==> src/rtl/ycr_pipe_sleep_pkg.sv <==
// Shared definitions for the pipe-side sleep controller.
// Holds the WFI sequence state encoding and default timing constants.
package ycr_pipe_sleep_pkg;

  // WFI sequence states, 3-bit encoding
  typedef enum logic [2:0] {
    StRun      = 3'd0,
    StDrain    = 3'd1,
    StSleepReq = 3'd2,
    StSleep    = 3'd3,
    StWake     = 3'd4,
    StSettle   = 3'd5
  } sleep_state_e;

  // Max cycles waiting for the pipe to go idle before WFI degrades to NOP
  localparam int unsigned DrainTmoDefault = 64;
  // Settle cycles after the clock enable returns before releasing the stall
  localparam int unsigned WakeDlyDefault  = 2;

endpackage

==> src/rtl/ycr_pipe_sleep_ctrl.sv <==
// Pipe-side initiator of the clock-gating handshake.
// Runs the WFI sequence: stall, drain, request clock-off, wait for a wake
// event, request clock-on, settle, release. Runs on the always-on clock.
//
// Ports:
//   clk                      always-on core clock
//   rst_n                    synchronous active-low reset
//   wfi_req_i                1-cycle pulse, WFI reached commit
//   wfi_dis_i                WFI behaves as NOP
//   pipe_idle_i              no outstanding IMEM/DMEM transactions
//   irq_pend_i               enabled interrupt pending (level)
//   dbg_halt_req_i           debug halt request (level)
//   clkctl2pipe_clk_en_i     clock-enable feedback from clock controller
//   pipe2clkctl_sleep_req_o  clock disable request
//   pipe2clkctl_wake_req_o   clock enable request
//   wfi_stall_o              hold fetch/commit
//   wfi_sleep_o              status: pipe clock gated
//   wfi_done_o               1-cycle pulse, WFI retired
module ycr_pipe_sleep_ctrl
  import ycr_pipe_sleep_pkg::*;
#(
  parameter int unsigned DRAIN_TMO = DrainTmoDefault,
  parameter int unsigned WAKE_DLY  = WakeDlyDefault,
  parameter int unsigned CNT_W     = 8
) (
  input  logic clk,
  input  logic rst_n,
  input  logic wfi_req_i,
  input  logic wfi_dis_i,
  input  logic pipe_idle_i,
  input  logic irq_pend_i,
  input  logic dbg_halt_req_i,
  input  logic clkctl2pipe_clk_en_i,
  output logic pipe2clkctl_sleep_req_o,
  output logic pipe2clkctl_wake_req_o,
  output logic wfi_stall_o,
  output logic wfi_sleep_o,
  output logic wfi_done_o
);

  localparam logic [CNT_W-1:0] DrainLoad = CNT_W'(DRAIN_TMO);
  localparam logic [CNT_W-1:0] WakeLoad  = CNT_W'(WAKE_DLY);
  localparam logic [CNT_W-1:0] CntOne    = CNT_W'(1);

  sleep_state_e     state_q, state_d;
  logic [CNT_W-1:0] cnt_q, cnt_d;
  logic             done_d;
  logic             wake_evt;

  logic sleep_req_q, wake_req_q, stall_q, sleep_q, done_q;

  assign wake_evt = irq_pend_i | dbg_halt_req_i;

  always_comb begin
    state_d = state_q;
    done_d  = 1'b0;
    // Shared down-counter, saturating at zero
    cnt_d   = (cnt_q != '0) ? cnt_q - 1'b1 : cnt_q;

    unique case (state_q)
      StRun: begin
        if (wfi_req_i) begin
          if (wfi_dis_i || wake_evt) begin
            done_d = 1'b1;
          end else begin
            state_d = StDrain;
            cnt_d   = DrainLoad;
          end
        end
      end
      StDrain: begin
        // Wake beats idle; timeout retires the WFI as a NOP
        if (wake_evt) begin
          state_d = StRun;
          done_d  = 1'b1;
        end else if (pipe_idle_i) begin
          state_d = StSleepReq;
        end else if ((DRAIN_TMO != 0) && (cnt_q == CntOne)) begin
          state_d = StRun;
          done_d  = 1'b1;
        end
      end
      StSleepReq: begin
        if (wake_evt) begin
          state_d = StWake;
        end else if (!clkctl2pipe_clk_en_i) begin
          state_d = StSleep;
        end
      end
      StSleep: begin
        if (wake_evt) begin
          state_d = StWake;
        end
      end
      StWake: begin
        // Clock may still be on if the wake raced the sleep request
        if (clkctl2pipe_clk_en_i) begin
          if (WAKE_DLY == 0) begin
            state_d = StRun;
            done_d  = 1'b1;
          end else begin
            state_d = StSettle;
            cnt_d   = WakeLoad;
          end
        end
      end
      StSettle: begin
        if (cnt_q <= CntOne) begin
          state_d = StRun;
          done_d  = 1'b1;
        end
      end
      default: begin
        state_d = StRun;
      end
    endcase
  end

  always_ff @(posedge clk) begin
    if (!rst_n) begin
      state_q     <= StRun;
      cnt_q       <= '0;
      sleep_req_q <= 1'b0;
      wake_req_q  <= 1'b0;
      stall_q     <= 1'b0;
      sleep_q     <= 1'b0;
      done_q      <= 1'b0;
    end else begin
      state_q     <= state_d;
      cnt_q       <= cnt_d;
      // Outputs registered from the next state so they align with state_q
      sleep_req_q <= (state_d == StSleepReq) || (state_d == StSleep);
      wake_req_q  <= (state_d == StWake);
      stall_q     <= (state_d != StRun);
      sleep_q     <= (state_d == StSleep);
      done_q      <= done_d;
    end
  end

  assign pipe2clkctl_sleep_req_o = sleep_req_q;
  assign pipe2clkctl_wake_req_o  = wake_req_q;
  assign wfi_stall_o             = stall_q;
  assign wfi_sleep_o             = sleep_q;
  assign wfi_done_o              = done_q;

endmodule

==> config.mk <==
export PLATFORM = sky130hd
export DESIGN_NAME = ycr_pipe_sleep_ctrl
export DESIGN_NICKNAME = d
export VERILOG_FILES = /design/src/rtl/ycr_pipe_sleep_pkg.sv /design/src/rtl/ycr_pipe_sleep_ctrl.sv
export SDC_FILE = /design/constraint.sdc
export NUM_CORES = 1
export LEC_CHECK = 0
export ABC_AREA = 1
export ABC_CLOCK_PERIOD_IN_PS = 2200
export BUFFER_PORTS_ARGS = -buffer_cell sky130_fd_sc_hd__buf_4
export CELL_PAD_IN_SITES_DETAIL_PLACEMENT = 2
export CELL_PAD_IN_SITES_GLOBAL_PLACEMENT = 2
export CORE_ASPECT_RATIO = 0.6
export CORE_MARGIN = 5
export CORE_UTILIZATION = 33
export CTS_CLUSTER_DIAMETER = 100
export DETAILED_ROUTE_END_ITERATION = 16
export GPL_TIMING_DRIVEN = 0
export PLACE_DENSITY = 0.9
export REMOVE_ABC_BUFFERS = 1
export SLEW_MARGIN = 20
export SYNTH_ARGS = -nofsm -noshare
export SYNTH_HDL_FRONTEND = slang
export SYNTH_SLANG_ARGS = --single-unit
==> constraint.sdc <==
create_clock -name clk -period 2.2 [get_ports clk]
set_input_delay 0 -clock clk [delete_from_list [all_inputs] [get_ports clk]]
set_output_delay 0 -clock clk [all_outputs]
set_load 0.01 [all_outputs]
==> results of run 1 <==
[power by group]
part	leakage (nW)	internal [mW]	switching, mW
combinational	0.329	0.250	0.480
clock	0.0288	0.159	0.110
sequential	0.131	0.364	0.0724
total	0.489	0.773	0.662
[synth_stat cells (all sizes together)]
library cell,number,area [um^2]
nand4,5,43.8
dfxtp,16,320
xnor2,1,8.76
nor2,20,108
xor2,3,26.3
inv,17,63.8
nand3,10,65.1
a21oi,6,30.0
or2,1,6.26
ha,3,37.5
nand2,18,70.1
nor3,4,30.0
o211ai,1,7.51
o21ai,7,46.3
[metrics by stage]
step                hold slack [ps]  cell area [um^2]
floorplan                       103               863
global placement                241               993
detailed placement              248               993
CTS                            52.9              1060
global route                   65.5              1060
finish                         53.6              1060
[flip-flops by register name, indices dropped and copies added, names as in the netlist]
register,cells
pipe2clkctl_sleep_req_o,1
pipe2clkctl_wake_req_o,1
wfi_stall_o,1
cnt_q,8
wfi_sleep_o,1
state_q,3
wfi_done_o,1
[what timing repair did]
| action | CTS | global route |
|---|---|---|
| endpoints found under the setup margin | 0 | 0 |
| hold endpoints to repair | 1 | 0 |
| hold buffers | 1 | 0 |
| buffers inserted | 0 | 0 |
[logic make-up after synthesis]
family	share of synthesized area, %
buffers and inverters	7.39
and+or+nand+nor	37.4
adders and majority gates	4.35
xor gates and xnor gates	4.06
DFF	37.1
AOI/OAI and AO/OA	9.71
[worst paths after layout]
path                                 start           to  slack (ps)  cells past startpoint
worst min-delay path            irq_pend_i  wfi_sleep_o          50                      4
worst max-delay path              cnt_q[0]     cnt_q[6]         540                      8
worst min register to register    cnt_q[7]     cnt_q[7]         530                      2
worst max register to register    cnt_q[0]     cnt_q[6]         540                      8
[worst max-delay path, delay by kind of cell, from the launching register on]
kind	cells	cell delay, ps
AOI/OAI and AO/OA	2	350
and+or+nand+nor	3	300
buffers and inverters	2	300
adders and majority gates	1	300
DFF	1	330
[layer usage]
metal | part of all wire (%) | up-vias
met4 | 2.3 | 0
met2 | 48 | 21
met3 | 4.5 | 6
met1 | 45 | 391
li1 | - | 397
met5 | 0 | -
[final cells by class]
class	instances	area, um^2
fillers	292	1450
clock buffers	4	55.1
repair buffers	13	100
flip-flops and latches	16	320
well taps	32	40.0
multi-input cells	79	479
inverters	17	63.8
[cell usage in the layout (no fill, tap or decap), drive strengths merged]
master	synthesis	layout
nor3	4	4
clkbuf	0	4
nand3	10	10
nand2	18	18
dfxtp	16	16
nand4	5	5
buf	0	12
inv	17	17
or2	1	1
o21ai	7	7
dlygate4sd3	0	1
nor2	20	20
a21oi	6	6
ha	3	3
xnor2	1	1
xor2	3	3
o211ai	1	1
==> results.py, run 1 <==
metrics = {
    "logic_synthesis": {
        "synth_seq_cells": 16,
        "yosysWarnings": 0,
        "syn_area_um2": 863,
        "seq_area_frac_synth_pct": 37.1,
        "synthCells": 112,
        "syn_area_per_cell_um2": 7.71,
        "ys_types": 23,
    },
    "critical_path": {
        "cp.required_ps": 2390,
        "path_cells": "inv_1 -> ha_1 -> inv_1 -> nor2_1 -> nand2_1 -> o21ai_0 -> nand3_1 -> a21oi_1",
        "path_class": "flop to flop",
        "cp.arrival_ps": 1840,
        "crit_fanout": 5,
        "max_stage_delay_ps": 330,
        "crit_path_start_kind": "flop",
        "cp-end-kind": "flop",
        "critical-path-slowest-cell": "dfxtp_1",
        "critPathMostFrequentCell": "inv_1",
    },
    "cells_and_area": {
        "antenna_cells": 0,
        "syn_to_final_growth_pct": 22.6,
        "final_nets": 141,
        "instances_no_fill": 161,
        "drive_above_1_share_pct": 29.5,
        "fin_util_pct": 42.3,
    },
    "power_and_ir_drop": {
        "p_total_mw": 1.44,
        "ir_drop_uv": 409,
        "power_leakage_nw": 0.489,
        "powerDensity_nw_per_um2": 1360,
    },
    "placement": {
        "placed_cells": 156,
        "port_buffers": 12,
        "dpl_worst_slack_ps": 617,
        "place.detailed.hpwl_mm": 2.10,
        "globalplace.congestion": 0.801,
    },
    "floorplan": {
        "core_um2": 2500,
        "die_h_um": 49.6,
        "start_util_pct": 34.5,
        "io_pins": 13,
        "fp.dieW_um": 76.0,
        "row_count": 14,
        "dieArea_um2": 3770,
    },
    "clocking": {
        "clk_latency_ps": 250,
        "cts-root-buf": "clkbuf_8",
        "h-tree-depth": 1,
        "cts_resized": 0,
        "cts.clk_slew.worst_paths_ps": 70,
        "cts_made_buffers": 3,
        "cts_buffer_depth": 2,
        "cts_sinks": 16,
        "cts_tree": "yes",
    },
    "detailed_routing": {
        "viasPerCell": 5.06,
        "drt_first_pass_iters": 4,
        "ant_nets": 0,
        "routed_wl_mm": 2.79,
        "avgRoutedWirePerCell_um": 17.3,
        "vias": 815,
        "drc": 0,
        "drt-initial-drc-count": 15,
    },
    "job": {
        "drv_cap": 0,
    },
    "sta": {
        "slew_violations": 0,
        "clock.fmax_mhz": 604,
        "finalSetupTns_ps": 0,
        "worst_clock_skew_ps": 4.23,
        "fin_ws_ps": 544,
        "relSlewSlack_pct": 80.3,
        "fin_crit_sh_pct": 75.3,
        "finalWorstPathRequiredPeriod_ps": 1660,
        "worst_pin_slew_ps": 294,
        "hold_viol_final": 0,
        "setup_violations": 0,
        "grt_setup_unrepaired": "false",
    },
    "global_routing": {
        "grt_max_degree": 10,
        "grtUsageMet2_pct": 27.6,
        "top_usage_layer": "met2",
        "met3_usage_pct": 5.09,
        "gr-usage-met1_pct": 18.0,
        "grt_pass1_vias": 886,
        "antenna_found_initial": 0,
        "grt_pass1_wl_mm": 4.59,
        "track_usage_pct": 15.9,
        "overflow": 0,
    },
    "worst_hold_path": {
        "hold_path_class": "input port to flop",
    },
    "status": {
        "status": "finished clean",
    },
}
No activity file was read; power rests on OpenSTA's default activity.
==> inputs of run 2 (changes only) <==
--- a/config.mk
+++ b/config.mk
@@ -6,17 +6,17 @@
 export NUM_CORES = 1
 export LEC_CHECK = 0
 export ABC_AREA = 1
-export ABC_CLOCK_PERIOD_IN_PS = 2200
+export ABC_CLOCK_PERIOD_IN_PS = 1300
 export BUFFER_PORTS_ARGS = -buffer_cell sky130_fd_sc_hd__buf_4
 export CELL_PAD_IN_SITES_DETAIL_PLACEMENT = 2
 export CELL_PAD_IN_SITES_GLOBAL_PLACEMENT = 2
 export CORE_ASPECT_RATIO = 0.6
 export CORE_MARGIN = 5
-export CORE_UTILIZATION = 33
+export CORE_UTILIZATION = 28
 export CTS_CLUSTER_DIAMETER = 100
 export DETAILED_ROUTE_END_ITERATION = 16
 export GPL_TIMING_DRIVEN = 0
-export PLACE_DENSITY = 0.9
+export PLACE_DENSITY = 0.82
 export REMOVE_ABC_BUFFERS = 1
 export SLEW_MARGIN = 20
 export SYNTH_ARGS = -nofsm -noshare
==> constraint.sdc (replaced) <==
create_clock -name clk -period 1.3 [get_ports clk]
set_input_delay 0 -clock clk [delete_from_list [all_inputs] [get_ports clk]]
set_output_delay 0 -clock clk [all_outputs]
set_load 0.01 [all_outputs]
==> results.py, run 2 (same netlist as run 1, synthesis figures left out) <==
metrics = {
    "status": {
        "status": "finished with violations",
        "failed_checks": "negative setup slack",
    },
    "power_and_ir_drop": {
        "powerDensity_nw_per_um2": 2580,
        "ir_drop_uv": 1380,
        "p_total_mw": 3.44,
        "power_leakage_nw": 0.587,
    },
    "cells_and_area": {
        "layout_common_cells": "buf_4 (24), nand2_1 (14), inv_1 (10), nor2_1 (10), dfxtp_1 (9)",
        "top_register": "cnt_q",
        "antenna_cells": 0,
        "top_regs": "cnt_q: 8 flops, state_q: 3 flops",
        "drive_above_1_share_pct": 52.8,
        "final_nets": 154,
        "largest_reg_flops": 8,
        "instances_no_fill": 184,
        "syn_to_final_growth_pct": 54.5,
        "final_common_cell": "buf_4",
    },
    "global_routing": {
        "grt_pass1_vias": 983,
        "antenna_found_initial": 0,
        "grt_max_degree": 10,
        "track_usage_pct": 16.5,
        "overflow": 0,
        "grt_pass1_wl_mm": 5.05,
    },
    "sta": {
        "slew_violations": 0,
        "fin_ws_ps": -117,
        "fin_crit_sh_pct": 109,
        "setup_violations": 4,
        "worst_pin_slew_ps": 332,
        "clock.fmax_mhz": 706,
        "relSlewSlack_pct": 77.9,
        "finalWorstPathRequiredPeriod_ps": 1420,
        "grt_setup_unrepaired": "true",
        "worst_clock_skew_ps": 3.50,
        "hold_viol_final": 0,
    },
    "clocking": {
        "clk_latency_ps": 260,
        "cts_tree": "yes",
        "cts_sinks": 16,
        "cts-root-buf": "clkbuf_8",
        "cts_buffer_depth": 2,
        "cts_made_buffers": 3,
        "cts.clk_slew.worst_paths_ps": 70,
        "h-tree-depth": 1,
    },
    "worst_hold_path": {
        "min_path_cells": 3,
        "worstHoldStart": "wfi_req_i",
        "hold_path_class": "input port to flop",
        "hold_path_end": "wfi_done_o",
    },
    "floorplan": {
        "io_pins": 13,
        "row_count": 15,
        "core_um2": 2910,
        "start_util_pct": 29.7,
        "die_h_um": 53.0,
        "dieArea_um2": 4330,
        "fp.dieW_um": 81.7,
    },
    "job": {
        "drv_cap": 0,
    },
    "detailed_routing": {
        "vias": 916,
        "avgRoutedWirePerCell_um": 19.8,
        "ant_nets": 0,
        "drt-initial-drc-count": 41,
        "drt_first_pass_iters": 4,
        "routed_wl_mm": 3.65,
        "viasPerCell": 4.98,
        "drc": 0,
    },
    "placement": {
        "port_buffers": 12,
        "dpl_worst_slack_ps": -251,
        "globalplace.congestion": 0.843,
        "place.detailed.hpwl_mm": 2.09,
        "placed_cells": 166,
    },
    "critical_path": {
        "cp-end-kind": "flop",
        "cp.arrival_ps": 1620,
        "cp.required_ps": 1500,
        "crit_path_start_kind": "flop",
        "r2r_cells": 7,
        "r2r-end": "pipe2clkctl_wake_req_o",
        "worstSetupStartpoint": "cnt_q[0]",
        "timing.rr.start": "cnt_q[0]",
        "reg2reg_slack_ps": -120,
        "path_class": "flop to flop",
        "crit_fanout": 3,
    },
}
## run 2: worst max path at each step
stage	end	cells past startpoint
after floorplan	cnt_q[6]	8
after global placement	cnt_q[6]	8
after detailed placement	wfi_stall_o	11
after CTS	pipe2clkctl_wake_req_o	7
after global routing	wfi_stall_o	10
final	pipe2clkctl_wake_req_o	7
## run 2: routing by layer
metal  vias up  part of all wire [%]  global-route usage [%]
li1        424                     -                       -
met1       452                    42                    18.8
met2        26                    51                    29.1
met3        14                   3.9                    3.06
met4         0                   2.9                    9.39
met5         -                     0                       0
## run 2: cell type report
type,instances,area (um^2)
fill,319,1580
multi-input combinational,79,619
clock buffer,4,55.1
tap,42,52.6
inverter,17,73.8
sequential,16,332
timing repair buffer,26,201
## run 2: repair_timing
item	in CTS	in global routing
endpoints found under the setup margin	7	13
hold endpoints to repair	1	0
buffers inserted	9	4
gates cloned	0	0
pin swaps	13	14
resized for setup	20	25
hold buffers	1	0
## run 2: critical path: stages (launching register included)
cell,delay (ps)
dfxtp_4,390
inv_6,40
ha_4,170
o21ai_4,160
nor2_4,50
o211ai_1,280
nand2_1,160
nor2_1,100
## run 2: metrics by stage
stage | utilization, % | instance area (um^2) | setup TNS (ps) | hold slack [ps]
3_5_place_dp | 34.6 | 1010 | -893 | 269
5_1_grt | 45.8 | 1330 | -988 | 63.6
3_3_place_gp | 34.6 | 1010 | -561 | 234
2_1_floorplan | - | 863 | 0 | 103
4_1_cts | 41.6 | 1210 | -63.8 | 58.2
6_report | 45.8 | 1330 | -415 | 55.6
## run 2: power by group
part | total, mW | switching (mW) | internal (mW)
Combinational | 2.16 | 1.21 | 0.945
Clock | 0.467 | 0.198 | 0.270
Sequential | 0.810 | 0.169 | 0.640
